<file path="src/rtl/ef_tcc32_pkg.sv">
// Shared TCC32 definitions: edge-select encodings and default field widths
// reused by the event conditioner and the TCC32 register file.
package ef_tcc32_pkg;

    typedef enum logic [1:0] {
        EDGE_NONE = 2'b00,
        EDGE_RISE = 2'b01,
        EDGE_FALL = 2'b10,
        EDGE_BOTH = 2'b11
    } edge_sel_e;

    localparam int TCC_SYNC_STAGES = 2;
    localparam int TCC_FLT_W       = 4;
    localparam int TCC_PRE_W       = 8;

endpackage

</file>
<file path="src/rtl/ef_sync.sv">
// N-stage synchroniser for a single asynchronous bit; resets to 0.
module ef_sync #(
    parameter int STAGES = 2
) (
    input  logic clk,
    input  logic rst_n,
    input  logic d,
    output logic q
);

    logic [STAGES-1:0] sync_q;
    logic [STAGES-1:0] sync_d;

    always_comb begin
        sync_d = {sync_q[STAGES-2:0], d};
    end

    always_ff @(posedge clk or negedge rst_n) begin
        if (!rst_n) begin
            sync_q <= '0;
        end else begin
            sync_q <= sync_d;
        end
    end

    assign q = sync_q[STAGES-1];

endmodule

</file>
<file path="src/rtl/ef_tcc32_evt_cond.sv">
// External-event conditioner for the TCC32 ext_clk path: synchronise, glitch
// filter, edge select and prescale an asynchronous pin into single-cycle strobes.
module ef_tcc32_evt_cond
    import ef_tcc32_pkg::*;
#(
    parameter int SYNC_STAGES = TCC_SYNC_STAGES,
    parameter int FLT_W       = TCC_FLT_W,
    parameter int PRE_W       = TCC_PRE_W
) (
    input  logic             clk,
    input  logic             rst_n,
    input  logic             en,
    input  logic             ev_in,
    input  logic             pol,
    input  logic [FLT_W-1:0] flt_len,
    input  logic [1:0]       edge_sel,
    input  logic [PRE_W-1:0] pre,
    output logic             ev_level,
    output logic             ev_edge,
    output logic             ev_pulse
);

    logic             x;
    logic             s;
    logic             qual;
    logic             lvl_q,   lvl_d;
    logic [FLT_W-1:0] fcnt_q,  fcnt_d;
    logic [PRE_W-1:0] pcnt_q,  pcnt_d;
    logic             edge_q,  edge_d;
    logic             pulse_q, pulse_d;

    assign x = ev_in ^ pol;

    ef_sync #(.STAGES(SYNC_STAGES)) u_sync (
        .clk   (clk),
        .rst_n (rst_n),
        .d     (x),
        .q     (s)
    );

    // Direction of a pending change is the value s is about to be adopted as.
    assign qual = (edge_sel == EDGE_BOTH)
               || ( s && (edge_sel == EDGE_RISE))
               || (!s && (edge_sel == EDGE_FALL));

    always_comb begin
        lvl_d   = lvl_q;
        fcnt_d  = fcnt_q;
        pcnt_d  = pcnt_q;
        edge_d  = 1'b0;
        pulse_d = 1'b0;
        if (!en) begin
            // Tracking while disabled means enabling never sees a stale level as an edge.
            lvl_d  = s;
            fcnt_d = '0;
            pcnt_d = '0;
        end else if (s == lvl_q) begin
            fcnt_d = '0;
        end else if (fcnt_q >= flt_len) begin
            lvl_d  = s;
            fcnt_d = '0;
            if (qual) begin
                edge_d = 1'b1;
                if (pcnt_q >= pre) begin
                    pcnt_d  = '0;
                    pulse_d = 1'b1;
                end else begin
                    pcnt_d = pcnt_q + PRE_W'(1);
                end
            end
        end else begin
            fcnt_d = fcnt_q + FLT_W'(1);
        end
    end

    always_ff @(posedge clk or negedge rst_n) begin
        if (!rst_n) begin
            lvl_q   <= 1'b0;
            fcnt_q  <= '0;
            pcnt_q  <= '0;
            edge_q  <= 1'b0;
            pulse_q <= 1'b0;
        end else begin
            lvl_q   <= lvl_d;
            fcnt_q  <= fcnt_d;
            pcnt_q  <= pcnt_d;
            edge_q  <= edge_d;
            pulse_q <= pulse_d;
        end
    end

    assign ev_level = lvl_q;
    assign ev_edge  = edge_q;
    assign ev_pulse = pulse_q;

endmodule

</file>
<file path="config.mk">
export PLATFORM = sky130hd
export DESIGN_NAME = ef_tcc32_evt_cond
export DESIGN_NICKNAME = d
export VERILOG_FILES = /design/src/rtl/ef_tcc32_pkg.sv /design/src/rtl/ef_sync.sv /design/src/rtl/ef_tcc32_evt_cond.sv
export SDC_FILE = /design/constraint.sdc
export NUM_CORES = 1
export LEC_CHECK = 0
export ABC_CLOCK_PERIOD_IN_PS = 1700
export BUFFER_PORTS_ARGS = -buffer_cell sky130_fd_sc_hd__clkbuf_2
export CAP_MARGIN = 20
export CORE_MARGIN = 2
export CORE_UTILIZATION = 35
export CTS_BUF_LIST = sky130_fd_sc_hd__clkbuf_2 sky130_fd_sc_hd__clkbuf_4 sky130_fd_sc_hd__clkbuf_8
export DETAILED_ROUTE_END_ITERATION = 10
export GPL_ROUTABILITY_DRIVEN = 0
export GPL_TIMING_DRIVEN = 0
export PLACE_DENSITY = 0.63
export SYNTH_ARGS = -nofsm -noshare
export SYNTH_HDL_FRONTEND = slang
export SYNTH_HIERARCHICAL = 1
export SYNTH_SLANG_ARGS = --single-unit
</file>
<file path="constraint.sdc">
create_clock -name clk -period 1.7 [get_ports clk]
set_input_delay 0.085 -clock clk [delete_from_list [all_inputs] [get_ports clk]]
set_output_delay 0.085 -clock clk [all_outputs]
set_load 0.03 [all_outputs]
</file>
==> qor.csv, run 1 <==
stage;metric;value;unit
yosys;Syn Area/Cell;9.57;sq um
global_route;pin count of the biggest net entering global routing;18;
pwr;Worst VDD drop;0.226;mV
timing;setup TNS;-1.94;ns
run_status;failing checks;negative setup slack;
worst_setup_path;reg2reg path depth;6;
worst_setup_path;path type of the worst setup path;reg -> reg;
worst_setup_path;CP max FO;5;
yosys;Net Count, Synth;151;
pwr;Int Pwr;0.000626;W
pwr;Sw Pwr;0.000245;W
worst_setup_path;Setup crit end;pcnt_q[6];
die;die width;60.8;microns
final_layout;Area Growth Syn to Fin;30.0;%
timing;setup slack after layout;-0.212;ns
placement;Port Buffer Count;20;
timing;Finish-stage setup viols;13;
run_status;status;finished with violations;
yosys;ys flop type;dfrtp_1;
yosys;synth unique cells;35;
pwr;switch share;0.281;
die;die height;60.8;microns
placement;Placed Instances;182;
die;I/O pin total;22;
clock_tree;latest clock arrival within the worst-skew pair;0.31;ns
worst_hold_path;worst hold path class;in -> reg;
detailed_routing;drt initial violations;21;
die;die area;3700;sq um
placement;Final HPWL DP;1700;microns
pwr;Leak;0.749;nW
global_route;initial antenna violation count;0;
timing;Slew @ Worst Pin;0.428;ns
worst_setup_path;arrival time worst endpoint;2.10;ns
final_layout;diode count;0;
clock_tree;Clock Sinks;17;
detailed_routing;post-DR wirelength/cell;11.5;microns
pwr;P per Cell Area;593;nW/um^2
detailed_routing;WL final;2270;microns
worst_setup_path;critical path capture point type;register;
global_route;first-pass GRT wire length;4120;microns
timing;f_max;0.523;GHz
yosys;largest cells by area after synthesis;dfrtp_1, ha_1, inv_1;
detailed_routing;DRT Pass-1 Iters;4;
timing;min Tclk post-route;1.91;ns
worst_setup_path;worst endpoint required time;1.89;ns
die;Rows;20;
worst_setup_path;RR Startpoint;fcnt_q[1];
detailed_routing;vias;964;
final_layout;sequential cell area;427;sq um
final_layout;layout cells sized above 1;0.344;
yosys;sequential area share after synthesis;0.377;
yosys;top cell type's share of synthesized area;0.377;
worst_setup_path;Crit. Startpoint;fcnt_q[1];
detailed_routing;# DRC;0;
timing;Final period util;1.12;
timing;Pins Over Slew Limit;0;
clock_tree;Longest Clk Path Bufs;2;
clock_tree;H-Tree Depth;1;
timing;slew margin rel.;0.714;
clock_tree;TritonCTS clock tree;yes;
yosys;most common cell in the netlist;dfrtp_1;
clock_tree;Reg clk slew, reported paths;0.11;ns
pwr;sequential power share;0.491;
flow_run;max-cap violation count;0;
global_route;gr ovfl total;0;
pwr;power share of the combinational group;0.226;
final_layout;fin nets;188;
yosys;synthesized cell area;1130;sq um
timing;final hold violations;0;
die;core footprint;3050;sq um
pwr;total power;0.000871;W
final_layout;fill cell count;312;
yosys;YS warnings;6;
yosys;Commonest cells post-synth;dfrtp_1, inv_1, ha_1, nor2_1, nand2_1;
worst_setup_path;startpoint types;register;
timing;Setup Skew;0.00944;ns
detailed_routing;antenna-violating nets left;0;
clock_tree;CTS Root Buffer Type;clkbuf_4;
final_layout;area of the multi-input gates;698;sq um
yosys;Post-synth EDFFs;0;
global_route;vias in the first global route;963;
global_route;overall routing resource usage;0.149;
final_layout;final core occ;0.481;
detailed_routing;routed vias/inst;4.87;
clock_tree;Num CTS Buffers;3;
die;initial core utilization;0.370;
timing;RSZ-0062 raised after global routing;yes;
worst_setup_path;R2R Setup Slk;-0.21;ns
worst_setup_path;worst r2r dst;pcnt_q[6];
final_layout;final cell count without fillers;198;
yosys;largest area contributor in the netlist;dfrtp_1;
yosys;Syn Inst Count;118;
pwr;clock share of power;0.283;
yosys;post-synthesis async set-or-reset flop share;1.00;
timing;hold_ws;0.118;ns
yosys;synthesized flop and latch total;17;
[logic make-up (layout without fill, tap and decap cells)]
| family | count (synthesis) | after routing | share of synthesized area |
|---|---|---|---|
| adders and majority gates | 14 | 14 | 0.155 |
| and+or+nand+nor | 43 | 43 | 0.202 |
| AOI/OAI and AO/OA | 24 | 24 | 0.179 |
| DFF | 17 | 17 | 0.377 |
| xor gates and xnor gates | 3 | 3 | 0.0233 |
| muxes | 1 | 1 | 0.00997 |
| buffers and inverters | 16 | 52 | 0.0543 |
[power by group through the flow]
stage	clock (W)	sequential (W)	combinational, W
after floorplan	0	0.000444	0.0000949
after global placement	0	0.000437	0.000146
after detailed placement	0	0.000438	0.000153
after CTS	0.000253	0.000428	0.000194
after global routing	0.000267	0.000431	0.000220
final	0.000247	0.000428	0.000197
[flip-flops by register name, summed over array words and instances (netlist names)]
signal / cells
ev_pulse: 1
fcnt_q: 4
ev_edge: 1
ev_level: 1
u_sync/sync_q: 2
pcnt_q: 8
[through the flow]
| stage | instance area (sq um) | worst slack [ns] |
|---|---|---|
| 6_report | 1470 | -0.212 |
| 5_1_grt | 1470 | -0.317 |
| 4_1_cts | 1430 | -0.244 |
| 3_5_place_dp | 1290 | -0.402 |
| 3_3_place_gp | 1290 | -0.315 |
| 2_1_floorplan | 1140 | -0.126 |
[layout by cell type (no fill, tap or decap), types with 2 or more instances in the layout]
| cell type | synthesis | layout |
|---|---|---|
| nand2_1 | 8 | 7 |
| nor2b_1 | 3 | 3 |
| and2b_1 | 2 | 2 |
| clkbuf_2 | 0 | 20 |
| dlygate4sd3_1 | 0 | 3 |
| o2bb2ai_1 | 3 | 3 |
| buf_4 | 0 | 9 |
| a221o_1 | 2 | 2 |
| a22o_2 | 3 | 3 |
| a211oi_2 | 0 | 3 |
| clkbuf_4 | 0 | 4 |
| o21ai_0 | 4 | 2 |
| dfrtp_1 | 17 | 16 |
| xor2_1 | 2 | 2 |
| inv_1 | 15 | 15 |
| nor2_1 | 14 | 14 |
| o22ai_1 | 2 | 2 |
| nand3_1 | 5 | 5 |
| ha_1 | 14 | 13 |
| and3_1 | 2 | 2 |
[cell type report]
cell class | instances | share of cell area
repair buffers | 32 | 0.135
clock buffers | 4 | 0.0204
flip-flops and latches | 17 | 0.290
multi-input cells | 85 | 0.475
well taps | 44 | 0.0375
inverters | 15 | 0.0383
plain buffers | 1 | 0.00341
[per-layer routing]
layer,vias up,global-route usage,part of all wire
met3,5,0.0256,0.029
li1,492,-,-
met2,13,0.267,0.51
met1,454,0.174,0.44
met4,0,0.0652,0.018
met5,-,0,0
[timing repair]
action / 4_1_cts / 5_1_grt
setup endpoints to repair: 14 / 15
hold endpoints to repair: 18 / 0
hold buffers: 3 / 0
resized for setup: 7 / 5
pin swaps: 5 / 3
setup buffers: 7 / 2
[worst max-delay path, cell delays in order, from the launching register on]
cell and delay, ns:
dfrtp_1 0.43, ha_1 0.32, a2111oi_4 0.36, buf_4 0.19
nor3_4 0.04, and2_4 0.17, a221o_1 0.29
[worst min path at each step]
stage	to	cells past startpoint	startpoint
4_1_cts	pcnt_q[1]	3	en
5_1_grt	pcnt_q[0]	3	en
3_3_place_gp	fcnt_q[0]	1	rst_n
6_report	pcnt_q[1]	3	en
2_1_floorplan	ev_edge	0	rst_n
3_5_place_dp	fcnt_q[2]	1	rst_n
Note: power is estimated with default switching activity, not from simulation.
==> run 2, diff against run 1 <==
==> constraint.sdc (replaced) <==
create_clock -name clk -period 1.7 [get_ports clk]
set_input_delay 0.34 -clock clk [delete_from_list [all_inputs] [get_ports clk]]
set_output_delay 0.34 -clock clk [all_outputs]
set_load 0.03 [all_outputs]
==> run 2 against run 1 <==
The flow still finishes with violations (negative setup slack). Total power fell by 0.53%. Clock skew fell by 0.00084 ns. Worst hold slack improved by 0.078 ns. Clock power barely moved. Critical path type unchanged. Largest power group unchanged. Global-route usage fell by 0.088 points. Setup slack improved by 0.0019 ns. Routed wire length fell by 1.1%. Fmax rose by 0.10%.
==> qor.csv, run 2 (synthesis results as in run 1) <==
stage;metric;value;unit;change
run_status;status;finished with violations;;
run_status;failing checks;negative setup slack;;
global_route;grt met3 use;0.0256;;unchanged
final_layout;layout cells sized above 1;0.349;;+0.00453
global_route;first-pass GRT wire length;4090;microns;-0.68%
global_route;overall routing resource usage;0.148;;-0.000880
global_route;GR peak layer;met2;;
final_layout;commonest non-fill, non-tap cells in the layout;clkbuf_2, dfrtp_1, inv_1;;
detailed_routing;antenna-violating nets left;0;;unchanged
global_route;pin count of the biggest net entering global routing;18;;unchanged
worst_setup_path;worst r2r dst;pcnt_q[6];;
worst_setup_path;Worst path max stage delay;0.43;ns;about the same
worst_setup_path;worst endpoint required time;1.89;ns;about the same
detailed_routing;vias;948;;-1.7%
detailed_routing;drt initial violations;22;;+4.8%
worst_setup_path;reg2reg path depth;6;;unchanged
global_route;GRT met2 Usage;0.261;;-0.00614
worst_hold_path;worst hold path class;in -> reg;;
die;Rows;20;;unchanged
die;die height;60.8;microns;unchanged
global_route;vias in the first global route;950;;-1.3%
worst_setup_path;Crit. Startpoint;fcnt_q[1];;
timing;Pins Over Slew Limit;0;;unchanged
worst_setup_path;critical path capture point type;register;;
clock_tree;Reg clk slew, reported paths;0.11;ns;about the same
worst_setup_path;path type of the worst setup path;reg -> reg;;
placement;Port Buffer Count;20;;unchanged
final_layout;fin nets;186;;-1.1%
worst_setup_path;RR Startpoint;fcnt_q[1];;
clock_tree;CTS Root Buffer Type;clkbuf_4;;
worst_setup_path;arrival time worst endpoint;2.10;ns;about the same
timing;Setup Skew;0.00860;ns;-0.000840 ns
worst_setup_path;Buffers & Inverters on Critical Path;1;;unchanged
final_layout;Area Growth Syn to Fin;28.2;%;
clock_tree;Clock Sinks;17;;unchanged
detailed_routing;WL final;2250;microns;-1.1%
worst_setup_path;CP delay by family, top;compound AO/OA/AOI/OAI gates;;
final_layout;most common cell after layout, fill and taps aside;clkbuf_2;;
flow_run;max-cap violation count;0;;unchanged
worst_hold_path;worst hold start;ev_in;;
clock_tree;Longest Clk Path Bufs;2;;unchanged
worst_setup_path;R2R Setup Slk;-0.21;ns;about the same
global_route;gr ovfl total;0;;unchanged
timing;slew margin rel.;0.714;;about the same
worst_setup_path;CP max FO;5;;unchanged
detailed_routing;post-DR wirelength/cell;11.5;microns;about the same
timing;Slew @ Worst Pin;0.429;ns;+0.000738 ns
worst_setup_path;CP max stage cell;dfrtp_1;;
timing;f_max;0.523;GHz;+0.10%
pwr;Worst VDD drop;0.217;mV;-3.8%
global_route;met1 Resource Use GR;0.176;;+0.00263
clock_tree;TritonCTS clock tree;yes;;
pwr;Leak;0.741;nW;-1.1%
worst_hold_path;Hold Path Sink;u_sync/sync_q[0];;
timing;Final period util;1.12;;-0.00113
die;I/O pin total;22;;unchanged
detailed_routing;# DRC;0;;unchanged
die;core footprint;3050;sq um;unchanged
final_layout;fill cell count;315;;+0.96%
global_route;initial antenna violation count;0;;unchanged
detailed_routing;DRT Pass-1 Iters;4;;unchanged
worst_setup_path;Worst path depth;6;;unchanged
clock_tree;latest clock arrival within the worst-skew pair;0.31;ns;about the same
timing;Finish-stage setup viols;13;;unchanged
timing;RSZ-0062 raised after global routing;yes;;
clock_tree;Num CTS Buffers;3;;unchanged
final_layout;biggest regs;pcnt_q (8), fcnt_q (4), u_sync/sync_q (2);;
timing;setup TNS;-1.92;ns;+0.0204 ns
worst_hold_path;Hold Path Depth;2;;-1
final_layout;Biggest register;pcnt_q;;
clock_tree;H-Tree Depth;1;;unchanged
placement;pre-CTS WS;-0.426;ns;-0.0243 ns
worst_setup_path;startpoint types;register;;
timing;setup slack after layout;-0.210;ns;+0.00193 ns
worst_setup_path;Cell Chain, Critical Path;ha_1 -> a2111oi_4 -> buf_4 -> nor3_4 -> and2_4 -> a221o_1;;
final_layout;max reg flops;8;;unchanged
final_layout;diode count;0;;unchanged
timing;min Tclk post-route;1.91;ns;-0.00193 ns
pwr;P per Cell Area;598;nW/um^2;+0.85%
die;die area;3700;sq um;unchanged
detailed_routing;routed vias/inst;4.84;;-0.66%
die;initial core utilization;0.370;;unchanged
timing;final hold violations;0;;unchanged
die;die width;60.8;microns;unchanged
placement;Final HPWL DP;1700;microns;unchanged
run 2: cell types whose count changed in the layout (fill, tap and decap cells not counted):
cell	previous run	this run
dlygate4sd3_1	3	1
run 2: worst max-delay path by stage:
stage	to	slack, ns
after detailed placement	pcnt_q[7]	-0.43
after global routing	pcnt_q[5]	-0.32
after CTS	pcnt_q[6]	-0.24
after floorplan	pcnt_q[5]	-0.13
final	pcnt_q[6]	-0.21
after global placement	pcnt_q[7]	-0.33
run 2: final cells by class:
cell class	instances	area, sq um	share of cell area
plain buffers	1	5.00	0.00345
clock buffers	4	30.0	0.0207
inverters	15	56.3	0.0389
multi-input cells	85	698	0.482
flip-flops and latches	17	427	0.294
well taps	44	55.1	0.0380
repair buffers	30	178	0.123
run 2: timing repair:
action | in CTS | in global routing
endpoints found under the hold margin | 17 | 0
gates resized for setup | 7 | 5
setup buffers | 7 | 2
setup endpoints to repair | 14 | 15
pin swaps | 5 | 3
hold buffers | 1 | 0
run 2: report_power, final:
part,internal (W),leakage (nW),switching [W]
sequential,0.000419,0.228,0.00000905
clock,0.000108,0.0184,0.000140
combinational,0.0000953,0.494,0.0000960
run 2: worst reg2reg max path, cell delays in order, from the launching register on:
cell and delay [ns]:
dfrtp_1 0.43, ha_1 0.32, a2111oi_4 0.36, buf_4 0.19, nor3_4 0.04, and2_4 0.17
a221o_1 0.29
run 2: per-layer routing:
layer  vias up  part of all wire
met4         0             0.019
met5         -                 0
met1       441              0.45
met2        13              0.50
li1        489                 -
met3         5             0.030
run 2: through the flow:
| step | area [sq um] | hold slack, ns | cells | util | power [W] |
|---|---|---|---|---|---|
| 2_1_floorplan | 1140 | 0.0444 | 118 | - | 0.000539 |
| 3_3_place_gp | 1290 | 0.291 | 182 | 0.423 | 0.000583 |
| 3_5_place_dp | 1290 | 0.299 | 182 | 0.423 | 0.000591 |
| 4_1_cts | 1410 | 0.195 | 194 | 0.461 | 0.000870 |
| 5_1_grt | 1450 | 0.202 | 196 | 0.475 | 0.000912 |
| 6_report | 1450 | 0.196 | 196 | 0.475 | 0.000866 |
==> run 3, diff against run 2 <==
MAX_ROUTING_LAYER = met4   (was default)
TNS_END_PERCENT = 10   (was default)
==> run 3 against run 2 <==
The flow still finishes with violations (negative setup slack). First-iteration DRC count up 14%. Global-route usage up 0.34 points. Flip-flop and latch count stayed put. Clock skew down 0.0036 ns. Critical path depth is the same. Final cell count shrank 1.5%. Cell area is 0.43% lower. Die area did not move. Sequential power about the same.
==> qor.csv, run 3 (synthesis results as in run 1) <==
stage;metric;value;unit;change
run_status;status;finished with violations;;
run_status;failing checks;negative setup slack;;
die;I/O pin total;22;;unchanged
final_layout;commonest non-fill, non-tap cells in the layout;clkbuf_2, inv_1, dfrtp_1;;
timing;min Tclk post-route;1.88;ns;-0.0338 ns
pwr;total power;0.000837;W;-3.4%
flow_run;max-cap violation count;0;;unchanged
timing;Final period util;1.10;;-0.0199
detailed_routing;WL final;2230;microns;-0.67%
die;die height;60.8;microns;unchanged
die;core footprint;3050;sq um;unchanged
final_layout;final cell count without fillers;193;;-1.5%
placement;Port Buffer Count;20;;unchanged
die;die width;60.8;microns;unchanged
global_route;GR peak layer;met2;;
global_route;initial antenna violation count;0;;unchanged
detailed_routing;# DRC;0;;unchanged
pwr;Leak;0.729;nW;-1.6%
clock_tree;H-Tree Depth;1;;unchanged
final_layout;most common cell after layout, fill and taps aside;clkbuf_2;;
timing;hold_ws;0.214;ns;+0.0182 ns
worst_setup_path;critical path capture point type;register;;
placement;Final HPWL DP;1770;microns;+4.3%
timing;slew margin rel.;0.716;;+0.00216
clock_tree;Longest Clk Path Bufs;2;;unchanged
final_layout;fin nets;183;;-1.6%
worst_setup_path;CP delay by family, top;simple AND/OR/NAND/NOR gates;;
global_route;grt met3 use;0.0448;;+0.0192
worst_setup_path;path type of the worst setup path;reg -> reg;;
clock_tree;Reg clk slew, reported paths;0.09;ns;-0.02 ns
timing;Pins Over Slew Limit;0;;unchanged
timing;final hold violations;0;;unchanged
global_route;overall routing resource usage;0.152;;+0.00342
worst_setup_path;CP max stage cell;dfrtp_2;;
detailed_routing;routed vias/inst;4.93;;+2.0%
die;initial core utilization;0.370;;unchanged
final_layout;final core occ;0.473;;-0.00205
clock_tree;latest clock arrival within the worst-skew pair;0.29;ns;-0.02 ns
global_route;gr ovfl total;0;;unchanged
timing;f_max;0.533;GHz;+1.8%
die;Rows;20;;unchanged
timing;Finish-stage setup viols;12;;-1
global_route;first-pass GRT wire length;4050;microns;-1.0%
placement;Placed Instances;182;;unchanged
worst_setup_path;CP max FO;6;;+1
clock_tree;Clock Sinks;17;;unchanged
final_layout;diode count;0;;unchanged
worst_hold_path;worst hold path class;in -> reg;;
final_layout;max reg flops;8;;unchanged
clock_tree;Num CTS Buffers;3;;unchanged
pwr;Worst VDD drop;0.359;mV;+65%
final_layout;Biggest register;pcnt_q;;
clock_tree;CTS Root Buffer Type;clkbuf_4;;
worst_setup_path;Buffers & Inverters on Critical Path;0;;-1
detailed_routing;post-DR wirelength/cell;11.6;microns;+0.88%
worst_setup_path;startpoint types;register;;
worst_setup_path;Worst path max stage delay;0.46;ns;+0.03 ns
timing;Slew @ Worst Pin;0.426;ns;-0.00323 ns
global_route;met1 Resource Use GR;0.169;;-0.00767
worst_setup_path;Cell Chain, Critical Path;ha_1 -> nand4_1 -> nor2_1 -> a21oi_4 -> and2_4 -> a221o_1;;
worst_setup_path;arrival time worst endpoint;2.05;ns;-0.05 ns
global_route;GRT met2 Usage;0.270;;+0.00922
final_layout;biggest regs;pcnt_q (8), fcnt_q (4), u_sync/sync_q (2);;
worst_setup_path;worst endpoint required time;1.88;ns;about the same
pwr;P per Cell Area;580;nW/um^2;-3.0%
detailed_routing;vias;952;;+0.42%
detailed_routing;antenna-violating nets left;0;;unchanged
detailed_routing;drt initial violations;25;;+14%
global_route;pin count of the biggest net entering global routing;18;;unchanged
detailed_routing;DRT Pass-1 Iters;4;;unchanged
final_layout;layout cells sized above 1;0.356;;+0.00702
placement;pre-CTS WS;-0.368;ns;+0.0583 ns
timing;Setup Skew;0.00501;ns;-0.00359 ns
final_layout;Area Growth Syn to Fin;27.7;%;
timing;RSZ-0062 raised after global routing;yes;;
clock_tree;TritonCTS clock tree;yes;;
timing;setup slack after layout;-0.177;ns;+0.0338 ns
die;die area;3700;sq um;unchanged
global_route;vias in the first global route;969;;+2.0%
## run 3: changes by cell type in the layout (fill, tap and decap cells not counted)
cell / delta
buf_4: -3
o2bb2ai_1: -2
o2bb2ai_2: +2
a21oi_2: -1
a21oi_4: +1
dfrtp_1: -1
dfrtp_2: +1
nor4_1: -1
nor4_2: +1
o21bai_1: +1
o21bai_4: -1
## run 3: cell type report
cell class | instances | area, sq um
plain buffers | 1 | 5.00
clock buffers | 4 | 30.0
fillers | 321 | 1610
inverters | 15 | 56.3
multi-input cells | 85 | 713
flip-flops and latches | 17 | 428
well taps | 44 | 55.1
repair buffers | 27 | 155
## run 3: final timing paths
check / slack [ns] / endpoint / from / cells after the start
hold / removal: 0.21 / u_sync/sync_q[0] / ev_in / 2
setup reg to reg: -0.18 / pcnt_q[5] / pcnt_q[5] / 6
max in group asynchronous: 0.87 / pcnt_q[5] / rst_n / 2
setup / recovery: -0.18 / pcnt_q[5] / pcnt_q[5] / 6
hold reg to reg: 0.36 / u_sync/sync_q[1] / u_sync/sync_q[0] / 0
min in group asynchronous: 0.51 / ev_level / rst_n / 2
## run 3: stage by stage
step,TNS [ns],cell area [sq um]
5_1_grt,-2.80,1440
6_report,-1.21,1440
4_1_cts,-2.28,1400
3_5_place_dp,-3.70,1290
3_3_place_gp,-3.22,1290
2_1_floorplan,-0.478,1140
## run 3: worst register-to-register path, cell delays in order, from the launching register on
cell and delay [ns]:
dfrtp_2 0.46, ha_1 0.33, nand4_1 0.10, nor2_1 0.28, a21oi_4 0.14, and2_4 0.18
a221o_1 0.29
## run 3: layer usage
metal	wire (microns)	vias to the layer above
li1	-	480
met1	956	459
met2	1180	11
met3	86	2
met4	10	0
met5	0	-
## run 3: report_power, final
part | leakage [nW] | internal (W) | total (W) | switching [W]
clock | 0.0184 | 0.000107 | 0.000228 | 0.000120
combinational | 0.484 | 0.0000878 | 0.000182 | 0.0000941
sequential | 0.226 | 0.000419 | 0.000427 | 0.00000877
total | 0.729 | 0.000614 | 0.000837 | 0.000223
## run 3: timing repair
action / in CTS / in global routing
hold endpoints to repair: 17 / 0
setup endpoints to repair: 14 / 15
hold buffers: 1 / 0
gates resized for setup: 7 / 8
setup buffers: 5 / 1
pin swaps: 3 / 7
